**config.mk**
```make
export PLATFORM = sky130hd
export DESIGN_NAME = seq_detect_ctrl
export DESIGN_NICKNAME = d
export VERILOG_FILES = /design/src/rtl/seq_detect_ctrl.sv
export SDC_FILE = /design/constraint.sdc
export NUM_CORES = 1
export LEC_CHECK = 0
export ABC_CLOCK_PERIOD_IN_PS = 7240
export CAP_MARGIN = 20
export CORE_ASPECT_RATIO = 0.6
export CORE_UTILIZATION = 40
export CTS_CLUSTER_DIAMETER = 50
export DETAILED_ROUTE_END_ITERATION = 6
export RECOVER_POWER = 100
export SYNTH_ARGS = -nofsm -noshare
export SYNTH_HDL_FRONTEND = slang
export SYNTH_SLANG_ARGS = --single-unit
```
**constraint.sdc**
```tcl
create_clock -name clk -period 7.24 [get_ports clk]
set_input_delay 1.448 -clock clk [delete_from_list [all_inputs] [get_ports clk]]
set_output_delay 1.448 -clock clk [all_outputs]
set_load 0.05 [all_outputs]
```
**src/rtl/seq_detect_ctrl.sv**
```systemverilog
// seq_detect_ctrl
//   Programmable serial-pattern detection controller. A pattern of 1..PAT_W
//   bits, a length, an overlap policy and a match limit are loaded while idle.
//   A run then shifts qualified serial bits into a history register, pulses
//   `match` once per detected occurrence, and counts matches. The run stops
//   when the programmed limit is reached, or when `abort` is asserted.
//
// Ports
//   clk          rising-edge clock
//   clr_n        asynchronous active-low reset
//   cfg_valid    config offer (pattern/len/overlap/limit qualified)
//   cfg_ready    config accept, high only in IDLE
//   cfg_pattern  pattern bits, bit[len-1] oldest, bit[0] newest
//   cfg_len      pattern length, 0 = invalid, >PAT_W clamps to PAT_W
//   cfg_overlap  1 = overlapping matches, 0 = history restarts after a match
//   cfg_limit    stop after this many matches, 0 = unlimited
//   start        begin a run (pulse)
//   abort        return to IDLE, highest priority
//   bit_valid    qualifies bit_in
//   bit_in       serial data bit
//   match        one-cycle pulse per match
//   match_count  saturating match counter for the current/last run
//   busy         high in RUN
//   done         high in DONE
//   state_o      IDLE=0, RUN=1, DONE=2
`timescale 1ns/1ps
module seq_detect_ctrl #(
    parameter int PAT_W = 8,
    parameter int CNT_W = 8
) (
    input  logic             clk,
    input  logic             clr_n,
    input  logic             cfg_valid,
    output logic             cfg_ready,
    input  logic [PAT_W-1:0] cfg_pattern,
    input  logic [3:0]       cfg_len,
    input  logic             cfg_overlap,
    input  logic [CNT_W-1:0] cfg_limit,
    input  logic             start,
    input  logic             abort,
    input  logic             bit_valid,
    input  logic             bit_in,
    output logic             match,
    output logic [CNT_W-1:0] match_count,
    output logic             busy,
    output logic             done,
    output logic [1:0]       state_o
);

    typedef enum logic [1:0] {
        ST_IDLE = 2'd0,
        ST_RUN  = 2'd1,
        ST_DONE = 2'd2
    } state_t;

    localparam logic [3:0]       PAT_W_L = 4'(PAT_W);
    localparam logic [CNT_W-1:0] CNT_MAX = '1;

    state_t             state_reg, state_next;
    logic [PAT_W-1:0]   pat_reg, pat_next;
    logic [3:0]         len_reg, len_next;
    logic               ovl_reg, ovl_next;
    logic [CNT_W-1:0]   lim_reg, lim_next;
    logic [PAT_W-1:0]   hist_reg, hist_next;
    logic [3:0]         fill_reg, fill_next;
    logic [CNT_W-1:0]   count_reg, count_next;
    logic               match_reg, match_next;

    logic               cfg_take;
    logic [3:0]         cfg_len_clamped;
    logic [3:0]         eff_len;
    logic [PAT_W-1:0]   hist_shift;
    logic [3:0]         fill_inc;
    logic [PAT_W-1:0]   len_mask;
    logic               hit;
    logic [CNT_W-1:0]   count_inc;

    // Compare only the low len bits of the history against the pattern.
    generate
        for (genvar gi = 0; gi < PAT_W; gi++) begin : g_mask
            assign len_mask[gi] = (4'(gi) < len_reg);
        end
    endgenerate

    assign cfg_take        = cfg_valid && (state_reg == ST_IDLE);
    assign cfg_len_clamped = (cfg_len > PAT_W_L) ? PAT_W_L : cfg_len;
    // A config offered together with start governs that start.
    assign eff_len         = cfg_take ? cfg_len_clamped : len_reg;

    assign hist_shift = (hist_reg << 1) | PAT_W'(bit_in);
    assign fill_inc   = (fill_reg >= PAT_W_L) ? PAT_W_L : fill_reg + 4'd1;
    assign hit        = (fill_inc >= len_reg) &&
                        (((hist_shift ^ pat_reg) & len_mask) == '0);
    assign count_inc  = (count_reg == CNT_MAX) ? count_reg : count_reg + 1'b1;

    always_comb begin
        state_next = state_reg;
        pat_next   = pat_reg;
        len_next   = len_reg;
        ovl_next   = ovl_reg;
        lim_next   = lim_reg;
        hist_next  = hist_reg;
        fill_next  = fill_reg;
        count_next = count_reg;
        match_next = 1'b0;

        if (cfg_take) begin
            pat_next = cfg_pattern;
            len_next = cfg_len_clamped;
            ovl_next = cfg_overlap;
            lim_next = cfg_limit;
        end

        if (abort) begin
            state_next = ST_IDLE;
        end else begin
            case (state_reg)
                ST_IDLE: begin
                    if (start && (eff_len != 4'd0)) begin
                        state_next = ST_RUN;
                        hist_next  = '0;
                        fill_next  = 4'd0;
                        count_next = '0;
                    end
                end
                ST_RUN: begin
                    if (bit_valid) begin
                        hist_next = hist_shift;
                        fill_next = fill_inc;
                        if (hit) begin
                            match_next = 1'b1;
                            count_next = count_inc;
                            // Non-overlapping: the next match needs len fresh bits.
                            if (!ovl_reg) begin
                                fill_next = 4'd0;
                            end
                            if ((lim_reg != '0) && (count_inc == lim_reg)) begin
                                state_next = ST_DONE;
                            end
                        end
                    end
                end
                ST_DONE: begin
                    if (start) begin
                        state_next = ST_RUN;
                        hist_next  = '0;
                        fill_next  = 4'd0;
                        count_next = '0;
                    end
                end
                default: state_next = ST_IDLE;
            endcase
        end
    end

    always_ff @(posedge clk or negedge clr_n) begin
        if (!clr_n) begin
            state_reg <= ST_IDLE;
            pat_reg   <= '0;
            len_reg   <= 4'd0;
            ovl_reg   <= 1'b0;
            lim_reg   <= '0;
            hist_reg  <= '0;
            fill_reg  <= 4'd0;
            count_reg <= '0;
            match_reg <= 1'b0;
        end else begin
            state_reg <= state_next;
            pat_reg   <= pat_next;
            len_reg   <= len_next;
            ovl_reg   <= ovl_next;
            lim_reg   <= lim_next;
            hist_reg  <= hist_next;
            fill_reg  <= fill_next;
            count_reg <= count_next;
            match_reg <= match_next;
        end
    end

    // Every output is a register or a decode of the state register only.
    assign cfg_ready   = (state_reg == ST_IDLE);
    assign busy        = (state_reg == ST_RUN);
    assign done        = (state_reg == ST_DONE);
    assign state_o     = state_reg;
    assign match       = match_reg;
    assign match_count = count_reg;

endmodule
```
==> results.json <==
{
  "outcome": "finished, violations left",
  "failed_checks": "max-capacitance violations, max-slew violations",
  "most_frequent_cells_in_the_layout": "sky130_fd_sc_hd__dfrtp_1, sky130_fd_sc_hd__nand2_1, sky130_fd_sc_hd__clkdlybuf4s50_1",
  "path_max_fanout": 11,
  "synth_enable_flop_cells": 0,
  "yosys.area.top_type": "sky130_fd_sc_hd__dfrtp_1",
  "hold_path_class": "reg2reg",
  "cts_sinks": 43,
  "dieHeight_um": 62.3,
  "timing.setup.tns_ns": 0,
  "root_buffer": "sky130_fd_sc_hd__clkbuf_8",
  "holdPathStages": 2,
  "async_reset_ff_frac": 1.00,
  "crit_path_cell_trace": "nand2b_1 -> inv_2 -> dlygate4sd3_1",
  "firstDrtPassIters": 4,
  "drv_cap": 1,
  "power_per_cell_area_nw_per_um2": 298,
  "final.min_clock_period_ns": 3.77,
  "cts-htree-levels": 2,
  "worst_setup_path_start_kind": "flop",
  "timing.final.setup_violations": 0,
  "fin_area_um2": 2970,
  "slew_viol_final": 41,
  "worst-setup-path-type": "reg2out",
  "first_global_vias": 1809,
  "cts_setup_buffers": 0,
  "place.detailed.hpwl_um": 4190,
  "fin_skew_ns": 0.0102,
  "netlist-cell-type-count": 48,
  "clk_latency_ns": 0.29,
  "grt_setup_unrepaired": "false",
  "fp-row-count": 21,
  "io-pin-count": 42,
  "dieArea_um2": 6390,
  "synthesis.instances": 248,
  "grt_antenna_before_repair": 0,
  "hold_path.startpoint": "hist_reg[6]",
  "netlist_top_cells_area": "sky130_fd_sc_hd__dfrtp_1, sky130_fd_sc_hd__mux2_1, sky130_fd_sc_hd__nand2_1",
  "dominantRegCellSynth": "sky130_fd_sc_hd__dfrtp_1",
  "slew_limit_headroom": -0.422,
  "synth_sequential_area_ratio": 0.444,
  "cp_data_required_time_ns": 5.79,
  "worstPathArrival_ns": 2.32,
  "critPathCaptureType": "primary output",
  "post_cts.resized_instances": 0,
  "netlist_area_before_placement_um2": 2420,
  "number_of_nets_at_the_end_of_the_flow": 323,
  "post-route-period-util": 0.520,
  "via_count_of_the_routed_design": 1949,
  "reg2reg_setup_slack_ns": 4.22,
  "area_overhead_vs_synth_pct": 22.4,
  "cts_hold_buffers": 0,
  "hold_slack_ns": 0.508,
  "pnr_total_power_mw": 0.886,
  "syn_avg_cell_area_um2": 9.78,
  "ys_seq_elements": 43,
  "ir_worst_vdd_mv": 0.130,
  "port_buffers": 41,
  "layout_commonest_cell": "sky130_fd_sc_hd__dfrtp_1",
  "static-leakage-power_nw": 1.29,
  "vias_per_cell": 5.30,
  "per_cell_routed_wire_length_um": 14.9,
  "timing.final.hold_violations": 0,
  "rr_worst_depth": 11,
  "path_clk_slew_ns": 0.08,
  "grt_max_degree": 44,
  "critical_path.max_stage_delay_ns": 0.91,
  "critical_path.slowest_cell": "sky130_fd_sc_hd__dlygate4sd3_1",
  "antenna-diode-count": 0,
  "hold_ep": "hist_reg[6]",
  "start_util": 0.425,
  "cts-buffers-inserted": 5,
  "reg2reg_to": "match_count[6]",
  "gr-total-overflow": 0,
  "worst_r2r_startpoint": "fill_reg[0]",
  "drtAntennaViolNets": 0,
  "drc": 0,
  "clock_path_buffers": 2,
  "synth_top_area_frac": 0.444,
  "synth_fp_nets": 283,
  "fraction_of_final_layout_cells_sized_beyond_drive_strength_1": 0.0451,
  "detailed_place.area_um2": 2890,
  "fp.coreArea_um2": 5700,
  "synth_warnings": 0,
  "detail_route.wirelength_um": 5490,
  "grt_pass1_wl_um": 9190,
  "tightestPinTransition_ns": 2.13,
  "initialDrtViolationCount": 86,
  "fmaxAchievable_mhz": 266,
  "grt_util_all_layers": 0.189,
  "floorplan.die.width_um": 103,
  "place.gp.congestion": 0.845,
  "clock_tree_from_tritoncts": "built"
}
## worst max-delay path: cells and delay by family (launching register included)
| family | cells | cell delay, ns |
|---|---|---|
| AND/OR/NAND/NOR | 1 | 0.30 |
| flip-flops | 1 | 0.54 |
| buffers and inverters | 2 | 1.18 |
## power breakdown
group	switching (mW)	internal, mW	leakage (nW)
clock network	0.0830	0.0660	0.0440
registers	0.0808	0.307	0.552
logic	0.194	0.155	0.693
total	0.358	0.528	1.29
## per-layer routing
metal | global-route usage | part of all wire | vias to the layer above
met5 | 0 | 0 | -
li1 | - | - | 968
met1 | 0.323 | 0.55 | 912
met3 | 0.0405 | 0.072 | 7
met4 | 0.0375 | 0.0071 | 0
met2 | 0.233 | 0.37 | 62
## logic make-up (layout without fill, tap and decap cells)
| kind of cell | count (synthesis) | in the layout | share of synthesized area |
|---|---|---|---|
| adder cells (fa/ha/maj) | 7 | 7 | 0.0361 |
| flip-flops | 43 | 43 | 0.444 |
| buffers and inverters | 22 | 62 | 0.0382 |
| multiplexers | 21 | 21 | 0.0965 |
| XOR/XNOR | 16 | 16 | 0.0578 |
| AND/OR/NAND/NOR | 81 | 81 | 0.160 |
| AO/OA/AOI/OAI | 58 | 58 | 0.168 |
## cells in the mapped netlist, types with 3 or more instances
master,instances
sky130_fd_sc_hd__dfrtp_1,43
sky130_fd_sc_hd__nand2_1,28
sky130_fd_sc_hd__mux2_1,18
sky130_fd_sc_hd__nor2_1,18
sky130_fd_sc_hd__o21ai_1,12
sky130_fd_sc_hd__inv_1,11
sky130_fd_sc_hd__xor2_1,9
sky130_fd_sc_hd__a21oi_1,7
sky130_fd_sc_hd__ha_1,7
sky130_fd_sc_hd__xnor2_1,7
sky130_fd_sc_hd__clkbuf_1,6
sky130_fd_sc_hd__nand2b_1,6
sky130_fd_sc_hd__nand3_1,5
sky130_fd_sc_hd__nor3_1,5
sky130_fd_sc_hd__nor4_1,5
sky130_fd_sc_hd__o22a_1,5
sky130_fd_sc_hd__a22o_1,4
sky130_fd_sc_hd__a31oi_1,4
sky130_fd_sc_hd__nand4_1,4
sky130_fd_sc_hd__o21a_1,4
sky130_fd_sc_hd__and3_1,3
## how the worst max path moves through the flow
stage	slack, ns	from	end	depth (start not counted)
floorplan	3.99	state_o[0]	busy	5
global placement	3.43	cfg_len[0]	match_count[7]	8
detailed placement	3.35	cfg_len[0]	match_count[7]	8
CTS	3.53	state_o[1]	busy	3
global route	3.28	bit_in	match_count[6]	8
finish	3.47	state_o[0]	busy	3
## through the flow
stage / utilization / cells / setup slack [ns]
floorplan: - / 248 / 3.99
global placement: 0.507 / 360 / 3.43
detailed placement: 0.507 / 360 / 3.35
CTS: 0.521 / 367 / 3.53
global route: 0.521 / 368 / 3.28
finish: 0.521 / 368 / 3.47
## cell type report
type	count	area (um2)
repair buffers	43	415
well taps	80	100
clock inverters	2	13.8
multi-input cells	183	1250
inverters	12	45.0
flip-flops and latches	43	1080
fillers	559	2730
clock buffers	5	68.8
Power figures use the tool's default switching activity.
